### config.mk
export PLATFORM = sky130hd
export DESIGN_NAME = rc5_key_expand
export DESIGN_NICKNAME = d
export VERILOG_FILES = /design/src/rtl/rc5_key_expand.sv
export SDC_FILE = /design/constraint.sdc
export NUM_CORES = 1
export LEC_CHECK = 0
export BUFFER_PORTS_ARGS = -buffer_cell sky130_fd_sc_hd__buf_2
export CAP_MARGIN = 20
export CORE_ASPECT_RATIO = 1.25
export CORE_UTILIZATION = 40
export DETAILED_ROUTE_END_ITERATION = 8
export GPL_TIMING_DRIVEN = 0
export HOLD_SLACK_MARGIN = 0.02
export PLACE_DENSITY = 0.57
export SLEW_MARGIN = 20
export SYNTH_ARGS = -nofsm -noshare
export SYNTH_HDL_FRONTEND = slang
export SYNTH_SLANG_ARGS = --single-unit
### constraint.sdc
create_clock -name clock -period 18.3 [get_ports clock]
set_clock_uncertainty 0.15 [all_clocks]
set_input_delay 3.66 -clock clock [delete_from_list [all_inputs] [get_ports clock]]
set_output_delay 3.66 -clock clock [all_outputs]
set_load 0.02 [all_outputs]
### src/rtl/rc5_key_expand.sv
// RC5-8 key schedule: byte-wide key load, then P/Q init and 3*max(T,c) mixing passes into S[0..T-1].
// done follows start by T+2N edges; start/key_wr are dropped while busy; S read port has 1-cycle latency.
module rc5_key_expand #(
  parameter int ROUNDS    = 5,
  parameter int KEY_BYTES = 4,
  localparam int T        = 2 * ROUNDS + 2,
  localparam int KAW      = $clog2((KEY_BYTES > 2) ? KEY_BYTES : 2),
  localparam int SAW      = $clog2(T)
) (
  input  logic           clock,
  input  logic           reset,
  input  logic           key_wr,
  input  logic [KAW-1:0] key_addr,
  input  logic [7:0]     key_data,
  input  logic           start,
  output logic           busy,
  output logic           done,
  input  logic [SAW-1:0] s_addr,
  output logic [7:0]     s_data
);

  localparam int N  = 3 * ((T > KEY_BYTES) ? T : KEY_BYTES);
  localparam int KW = $clog2(N + 1);
  localparam logic [7:0] P8 = 8'hB7;
  localparam logic [7:0] Q8 = 8'h9F;

  typedef enum logic [2:0] {IDLE, INIT, MIX_A, MIX_B, DONE} state_t;
  state_t state, state_nxt;

  logic [7:0]     k_mem [KEY_BYTES];
  logic [7:0]     l_mem [KEY_BYTES];
  logic [7:0]     s_mem [T];
  logic [7:0]     a_reg, b_reg;
  logic [SAW-1:0] i_cnt;
  logic [KAW-1:0] j_cnt;
  logic [KW-1:0]  k_cnt;

  logic       i_last, j_last, k_last;
  logic [7:0] ab_sum, mix_a_val, mix_b_val, init_val;

  function automatic logic [7:0] rotl8(input logic [7:0] x, input logic [2:0] n);
    logic [15:0] d;
    d = {x, x} << n;
    return d[15:8];
  endfunction

  assign i_last    = (i_cnt == SAW'(T - 1));
  assign j_last    = (j_cnt == KAW'(KEY_BYTES - 1));
  assign k_last    = (k_cnt == KW'(N - 1));
  assign ab_sum    = a_reg + b_reg;
  assign mix_a_val = rotl8(s_mem[i_cnt] + ab_sum, 3'd3);
  // In MIX_B a_reg already holds the A produced in the preceding MIX_A cycle.
  assign mix_b_val = rotl8(l_mem[j_cnt] + ab_sum, ab_sum[2:0]);
  assign init_val  = (i_cnt == '0) ? P8 : s_mem[i_cnt - 1'b1] + Q8;

  always_ff @(posedge clock or posedge reset) begin
    if (reset) state <= IDLE;
    else       state <= state_nxt;
  end

  always_comb begin
    state_nxt = state;
    busy      = 1'b0;
    done      = 1'b0;
    case (state)
      IDLE: begin
        if (start) state_nxt = INIT;
      end
      INIT: begin
        busy = 1'b1;
        if (i_last) state_nxt = MIX_A;
      end
      MIX_A: begin
        busy      = 1'b1;
        state_nxt = MIX_B;
      end
      MIX_B: begin
        busy      = 1'b1;
        state_nxt = k_last ? DONE : MIX_A;
      end
      DONE: begin
        done = 1'b1;
        if (start) state_nxt = INIT;
      end
      default: state_nxt = IDLE;
    endcase
  end

  always_ff @(posedge clock or posedge reset) begin
    if (reset) begin
      for (int n = 0; n < KEY_BYTES; n++) begin
        k_mem[n] <= '0;
        l_mem[n] <= '0;
      end
      for (int n = 0; n < T; n++) s_mem[n] <= '0;
      a_reg  <= '0;
      b_reg  <= '0;
      i_cnt  <= '0;
      j_cnt  <= '0;
      k_cnt  <= '0;
      s_data <= '0;
    end else begin
      s_data <= (int'(s_addr) < T) ? s_mem[s_addr] : 8'h00;
      case (state)
        IDLE, DONE: begin
          if (key_wr && (int'(key_addr) < KEY_BYTES)) k_mem[key_addr] <= key_data;
          if (start) begin
            i_cnt <= '0;
            j_cnt <= '0;
            k_cnt <= '0;
            a_reg <= '0;
            b_reg <= '0;
            for (int n = 0; n < KEY_BYTES; n++) l_mem[n] <= k_mem[n];
          end
        end
        INIT: begin
          s_mem[i_cnt] <= init_val;
          if (i_last) begin
            i_cnt <= '0;
            j_cnt <= '0;
            k_cnt <= '0;
          end else begin
            i_cnt <= i_cnt + 1'b1;
          end
        end
        MIX_A: begin
          a_reg        <= mix_a_val;
          s_mem[i_cnt] <= mix_a_val;
        end
        MIX_B: begin
          b_reg        <= mix_b_val;
          l_mem[j_cnt] <= mix_b_val;
          i_cnt        <= i_last ? '0 : i_cnt + 1'b1;
          j_cnt        <= j_last ? '0 : j_cnt + 1'b1;
          k_cnt        <= k_cnt + 1'b1;
        end
        default: ;
      endcase
    end
  end

endmodule

Yosys cells after proc, flatten, opt, wreduce, memory -nomap -nowiden
Cells that the tools add are included.
- flip-flop bits (word level): 199
- logic and storage cells: 124
- shift operators: 1
- equal/unequal tests: 9
- mux-type cells: 46
- add/subtract/negate cells: 8
- bitwise gates (word level): 5
- reductions and logical operators: 19
- magnitude comparators: 9
- operator list (operator ; number):
    $bwmux W96 ; 2
    $pmux W96 S2 ; 1
    $mux W8 ; 14
    $bmux W8 S4 ; 3
    $bwmux W32 ; 2
    $pmux W32 S2 ; 1
    $demux W8 S2 ; 2
    $demux W8 S4 ; 1
    $mux W32 ; 1
    $pmux W8 S2 ; 2
    $add A8 B8 Y8 ; 3
    $pmux W6 S3 ; 1
    $bmux W8 S2 ; 1
    $shl A16 B3 Y16 ; 1
    $ge A5 B5 Y1 const B ; 3
    $not A4 Y5 ; 3
    $mux W6 ; 2
    $pmux W3 S4 ; 1
    $reduce_and A2 Y1 ; 5
    $mux W3 ; 3
    $add A8 B8 Y8 const B ; 1
    $mux W4 ; 2
    $pmux W4 S2 ; 1
    $reduce_bool A2 Y1 ; 4
    27 further kinds ; 37

Depth between registers and ports, before layout
Gate-level depths: netlist of run 1.
- depth in word-level cells: 9
- mapped depth: 20
- depth with buffers taken out: 17

Least setup slack after synthesis of run 1
Ideal clock, no wire load.
- kind: in2reg
- start: in s_addr[0]
- end: reg s_data[3]
- setup time: 126 ps
- arrival: 5251 ps
- path slack: 12773 ps
- required time: 18024 ps
- stages: 5
- path buffers: 2
- cell sequence: clkbuf_1 > buf_1 > mux4_2 > mux2i_1 > o21ai_0
- cells in the longest elaborated chain, start to end: 5
- ends and longest elaborated chain (item ; line ; source):
    start: declaration ; 18 ; input logic [SAW-1:0] s_addr,
    $not A4 Y5 (implied by the code) ; 103 ; s_data <= (int'(s_addr) < T) ? s_mem[s_addr] : 8'h00;
    $bmux W8 S4 ; 103 ;
    $mux W8 (implied by the code) (2 in series) ; 103 ;
    $mux W8 (*) ; 103 ;
    end signal: assignment ; 103 ;
    end: declaration ; 19 ; output logic [7:0] s_data
Every way passes the cells marked *; elsewhere a longest branch is shown, timed or not. The select of a mux whose other input is x is not followed.
A chain may end at the register's enable or synchronous reset.

Worst setup path after layout of run 1
- start: in s_addr[0]
- end: reg s_data[6]
Same word-level chain as after synthesis.

==> results.json, run 1 <==
{
  "hold_buffers": 0,
  "post_synth.cell_area_avg_um2": 11.2,
  "clock_latency_ps": 450,
  "crit_path_start": "s_addr[0]",
  "synthCells": 1084,
  "n_antenna_cell": 0,
  "fin_crit_ps": 5730,
  "ys_warn_count": 0,
  "routed_wl_um": 35600,
  "synth_enable_flop_cells": 0,
  "port_buffers": 24,
  "finalSetupViolCount": 0,
  "start_util": 0.411,
  "rsz0062_at_grt": "false",
  "cts_resized": 0,
  "die_h_um": 197,
  "worstPathRequired_ps": 18470,
  "worstPathMaxFanout": 10,
  "cts-buffers-inserted": 17,
  "fin_crit_sh": 0.313,
  "cts_buffer_depth": 2,
  "wl_per_cell_um": 23.2,
  "grt_start_max_net_pins": 101,
  "synth_mux_area_frac": 0.250,
  "largest_reg_flops": 96,
  "tns_ps": 0,
  "dr_total_vias": 9303,
  "finalNetCount": 1179,
  "synth_top_family_by_area": "multiplexers",
  "tritoncts": "done",
  "cp_slowest_cell": "buf_1",
  "worst_pin_slew_ps": 1000,
  "final_hold_viol_count": 0,
  "synth_compound_area_frac": 0.140,
  "outcome": "finished, final reports clean",
  "synthSimpleGateAreaFrac": 0.0995,
  "synth_adder_area_share": 0.0357,
  "critPathKind": "primary input to flip-flop",
  "gr-usage-all-layers": 0.244,
  "post-route-drc-count": 0,
  "crit-reg2reg-launch": "i_cnt[0]",
  "ys_async_sr_fraction": 1.00,
  "dieArea_um2": 31000,
  "maxCapViolations": 0,
  "path_buf_inv": 2,
  "ys_ff_latch": 199,
  "slew_headroom": 0.331,
  "synth.distinct_cells": 78,
  "clock_sinks": 199,
  "first_global_vias": 9379,
  "die_w_um": 158,
  "min_path_type": "flip-flop to flip-flop",
  "fmax_mhz": 175,
  "gp_congestion": 0.907,
  "io_pins": 28,
  "synth_xor_xnor_area_share": 0.0251,
  "grt_pass1_wl_um": 56200,
  "first_pass_iters": 5,
  "reg2reg_slack_ps": 12670,
  "reg2reg_to": "s_mem[14]",
  "biggestRegsByFlops": "s_mem x96, k_mem x32, l_mem x32",
  "ant_nets": 0,
  "worstPathCellList": "clkbuf_1 > buf_1 > mux4_2 > mux2i_1 > o21ai_0",
  "synth_area_um2": 12100,
  "cpPeakStageDelay_ps": 820,
  "drt-initial-drc-count": 658,
  "synth_seq_area_share": 0.410,
  "finalInstanceArea_um2": 13400,
  "syn_nets": 1134,
  "ys.flop_type": "dfrtp_1",
  "path_clk_slew_ps": 80,
  "grt_remaining_overflow": 0,
  "placed_area_um2": 12800,
  "grt_antenna_before_repair": 0,
  "maxSlewViolCount": 0,
  "hpwl_um": 25800,
  "root_buffer": "clkbuf_16",
  "vias_per_cell": 6.05,
  "drive_above_1_share": 0.234,
  "regMostFlops": "s_mem",
  "htree_levels": 4,
  "critPathTopFamily": "buffers and inverters",
  "endpoint_kind": "flip-flop",
  "areaGrowthSynthToFinish_pct": 10.5,
  "cts_setup_buffers": 0,
  "min-delay-start": "b_reg[0]",
  "rows": 70,
  "holdPathStages": 2,
  "core_um2": 29500,
  "arrival_ps": 5900,
  "crit_path_start_kind": "primary input",
  "r2r_cells": 19,
  "hold_end": "b_reg[0]"
}
==> cell type report <==
type	count	area, µm²
Buffer	75	353
Timing Repair Buffer	26	155
Tap cell	396	495
Sequential cell	199	4980
Clock buffer	18	439
Clock inverter	13	166
Multi-Input combinational cell	778	6700
Fill cell	2779	16100
Inverter	32	128
==> cells by family (layout without fill, tap and decap cells) <==
logic type / count (synthesis) / in the layout
simple gates: 262 / 262
buf+inv: 107 / 164
xor+xnor: 29 / 29
compound gates: 257 / 257
fa+ha+maj: 33 / 33
mux: 197 / 197
flops: 199 / 199
==> routing by layer <==
layer  vias up  share of wire  GRT usage
met5         -              0          0
li1       4173              -          -
met1      4735           0.40      0.301
met4         0          0.038      0.109
met3        82          0.045     0.0352
met2       313           0.51      0.419
==> cell usage after synthesis, types with 4 or more instances <==
library cell	n	share of area
buf_2	13	0.0054
nor4_1	5	0.0026
buf_1	12	0.0037
a22oi_1	17	0.011
nor2_1	51	0.016
o21a_1	4	0.0025
dfrtp_1	199	0.41
a21oi_1	33	0.014
xnor2_1	16	0.012
nand4_1	6	0.0031
ha_1	29	0.030
o211a_1	4	0.0033
nand3_1	25	0.010
o211ai_1	6	0.0037
xor2_1	9	0.0065
mux2i_1	30	0.025
inv_1	30	0.0093
nand2_1	115	0.036
mux2_2	90	0.084
o21ai_1	12	0.0049
and3_1	8	0.0041
buf_4	5	0.0031
nand2b_1	10	0.0052
o21ai_0	77	0.032
mux4_2	76	0.14
nor3_1	12	0.0049
a211oi_1	9	0.0056
nor2b_1	7	0.0036
o22ai_1	36	0.019
o31ai_1	4	0.0025
a31oi_1	13	0.0067
clkbuf_1	42	0.013
a22o_1	6	0.0043
==> worst max-delay path by stage <==
stage	to	depth (start not counted)
final	s_data[6]	5
after global routing	s_mem[49]	19
after CTS	s_data[6]	5
after detailed placement	s_data[6]	5
after global placement	k_mem[18]	2
after floorplan	a_reg[0]	1
==> worst register-to-register path: stages (launching register included) <==
cell and delay (ps):
dfrtp_1 520, buf_6 240, buf_8 200, buf_4 280, buf_1 710, inv_1 210
ha_1 380, buf_2 240, buf_2 360, mux4_2 380, mux2i_1 220, o22ai_1 160
inv_1 80, ha_1 190, inv_1 80, o41ai_2 370, xor2_1 180, o22ai_1 100
buf_2 210, mux2_2 270
==> stage by stage <==
stage,hold slack (ps),setup WS (ps),std cells,util
after detailed placement,326,11970,1506,0.434
after floorplan,300,9060,1084,-
final,344,12570,1537,0.454
after global routing,385,12290,1537,0.454
after global placement,319,6510,1504,0.432
after CTS,344,12450,1537,0.454
==> layout by cell type (no fill, tap or decap), types with 10 or more instances in the layout <==
master	count
inv_1	29
o21ai_1	12
clkbuf_16	17
nand2_1	115
ha_1	29
mux2i_1	30
mux4_2	76
dfrtp_1	199
a22oi_1	17
buf_2	37
nand2b_1	10
nor3_1	11
o21ai_0	77
xnor2_1	16
mux2_2	90
buf_1	11
nand3_1	25
o22ai_1	36
nor2_1	51
a21oi_1	33
clkbuf_1	42
a31oi_1	13
Power of run 1 is not shown: default switching activity piles up to over one toggle a cycle in this logic, so the estimate is an artifact.
==> run 2, diff against run 1 <==
ABC_AREA = 1   (was default)
clock period = 6 ns   (was 18.3 ns; I/O delays follow)
==> run 2 against run 1 <==
Register-to-register slack lost 12000 ps; first-iteration DRC count up 110%; sequential share of layout area shrank 0.86 points; critical endpoint is now s_mem[3]; synthesized area is 1.8% higher; largest cell class unchanged; via count is 32% higher; design area grew 2.4%; non-clock buffer count rose by 27; highest routed layer unchanged.
==> results.json, run 2 <==
{
  "yosysTopAreaCell": "dfrtp_1",
  "first_global_vias": 11800,
  "grt_util_met2": 0.534,
  "wl_per_cell_um": 20.8,
  "vias_per_cell": 5.57,
  "reg2reg_to": "s_mem[3]",
  "met3_usage": 0.0298,
  "fmax_mhz": 183,
  "grt_start_max_net_pins": 32,
  "htree_levels": 4,
  "drive_above_1_share": 0.0711,
  "fin_crit_ps": 5470,
  "ys.flop_type": "dfrtp_1",
  "multi_input_area_um2": 6230,
  "hold_buffers": 0,
  "synthCells": 1735,
  "endpoint_kind": "flip-flop",
  "largest_reg_flops": 96,
  "n_antenna_cell": 0,
  "ys_async_sr_fraction": 1.00,
  "dr_total_vias": 12300,
  "worstPathMaxFanout": 12,
  "path_clk_slew_ps": 80,
  "synth_seq_area_share": 0.403,
  "maxSlewViolCount": 0,
  "crit_path_start_kind": "flip-flop",
  "ant_nets": 0,
  "post_synth.cell_area_avg_um2": 7.12,
  "core_um2": 30200,
  "outcome": "finished, final reports clean",
  "cts_buffer_depth": 2,
  "n_fill_cell": 3152,
  "ys_ff_latch": 199,
  "routed_wl_um": 45700,
  "critPathKind": "flip-flop to flip-flop",
  "start_util": 0.409,
  "use_met1": 0.341,
  "clock_sinks": 199,
  "tritoncts": "done",
  "synth_top_area_share": 0.403,
  "areaGrowthSynthToFinish_pct": 11.1,
  "ff_latch_area_um2": 4980,
  "final_cell_mix": "273 x nand2_1, 272 x a21oi_1, 209 x o21ai_0, 199 x dfrtp_1, 189 x nor2_1",
  "holdPathStages": 2,
  "slew_headroom": 0.309,
  "hpwl_um": 35300,
  "syn_nets": 1785,
  "synth_enable_flop_cells": 0,
  "crit_path_start": "i_cnt[0]",
  "synth.distinct_cells": 43,
  "fin_crit_sh": 0.912,
  "layout_commonest_cell": "nand2_1",
  "reg2reg_slack_ps": 530,
  "grt_pass1_wl_um": 69600,
  "port_buffers": 26,
  "critical_path.endpoint": "s_mem[3]",
  "finalSetupViolCount": 0,
  "gr-usage-all-layers": 0.294,
  "die_h_um": 198,
  "rsz0062_at_grt": "false",
  "synth_area_um2": 12400,
  "busiest_layer": "met2",
  "root_buffer": "clkbuf_16",
  "ys_top_cells_by_area": "dfrtp_1 40%, a21oi_1 11%, o21ai_0 8.5%",
  "cts_resized": 0,
  "crit-reg2reg-launch": "i_cnt[0]",
  "grt_antenna_before_repair": 0,
  "io_pins": 28,
  "biggestRegsByFlops": "s_mem x96, k_mem x32, l_mem x32",
  "r2r_cells": 21,
  "min_path_type": "flip-flop to flip-flop",
  "gp_congestion": 0.970,
  "grt_remaining_overflow": 0,
  "drt-initial-drc-count": 1359,
  "final_cells": 2201,
  "maxCapViolations": 0,
  "synth.most_common_cell": "nand2_1",
  "rows": 71,
  "arrival_ps": 5660,
  "first_pass_iters": 6,
  "die_w_um": 159,
  "dp_cells": 2169,
  "ys_warn_count": 0,
  "clock_latency_ps": 460,
  "post-route-drc-count": 0,
  "worstPathRequired_ps": 6190,
  "regMostFlops": "s_mem",
  "cts-buffers-inserted": 17,
  "tns_ps": 0,
  "dieArea_um2": 31600,
  "ys_top_cells_by_count": "273 x nand2_1, 272 x a21oi_1, 209 x o21ai_0",
  "final_hold_viol_count": 0,
  "cts_setup_buffers": 0,
  "finalNetCount": 1837,
  "worst_pin_slew_ps": 1030
}
-- run 2: cell count changes in the layout (fill, tap and decap cells not counted), moves of 12 or more --
cell,delta
a22oi_1,-17
mux2i_1,-28
mux4_2,-76
inv_1,+147
a21oi_1,+239
nand3_1,+110
nand4_1,+12
nand2_1,+158
o21ai_0,+132
clkbuf_1,+23
mux2_2,-90
o22ai_1,-19
buf_2,+12
nor2_1,+138
-- run 2: worst min path at each step --
stage                     end      start
floorplan            k_mem[0]   k_mem[0]
global placement     k_mem[8]   k_mem[8]
detailed placement  k_mem[28]  k_mem[28]
CTS                 k_mem[28]  k_mem[28]
global route        k_mem[15]  k_mem[15]
finish              k_mem[28]  k_mem[28]
-- run 2: metal layers --
metal / up-vias / wire length, µm
met5: - / 0
met4: 0 / 2400
met3: 108 / 2130
met2: 433 / 23200
met1: 5794 / 18000
li1: 5915 / -
-- run 2: area by class of cell --
| type | count | share of cell area |
|---|---|---|
| sequential | 199 | 0.363 |
| inverter | 193 | 0.0530 |
| buffer | 95 | 0.0305 |
| clock inverter | 14 | 0.0113 |
| clock buffer | 18 | 0.0313 |
| timing repair buffer | 33 | 0.0208 |
| multi-input combinational | 1248 | 0.454 |
| tap | 401 | 0.0365 |
-- run 2: per-stage QoR --
stage	util	area (µm²)	worst slack [ps]	hold slack [ps]
floorplan	-	12400	2080	303
global placement	0.430	13000	636	325
detailed placement	0.435	13100	673	330
CTS	0.455	13700	651	348
global route	0.455	13700	230	366
finish	0.455	13700	527	342
-- run 2: logic make-up (layout without fill, tap and decap cells) --
logic type,after synthesis,after routing,synth area share
multiplexers,2,2,0.00162
AO/OA/AOI/OAI,557,557,0.239
flip-flops,199,199,0.403
buffers and inverters,288,353,0.0926
AND/OR/NAND/NOR,645,645,0.220
adder cells (fa/ha/maj),32,32,0.0342
XOR/XNOR,12,12,0.0100
-- run 2: worst max-delay path: stages, from the launching register on --
cell	delay (ps)
dfrtp_1	410
buf_2	170
inv_2	110
buf_4	190
buf_2	250
clkbuf_1	460
clkbuf_1	670
ha_1	350
buf_4	190
inv_1	230
buf_2	360
a21oi_1	70
o21ai_0	90
nand2_1	100
o211ai_1	180
nand2_1	110
clkinv_1	90
nand3_2	150
o21ai_1	400
nand2_1	300
o21ai_0	250
inv_1	50
Power of run 2 is left out for the same reason.
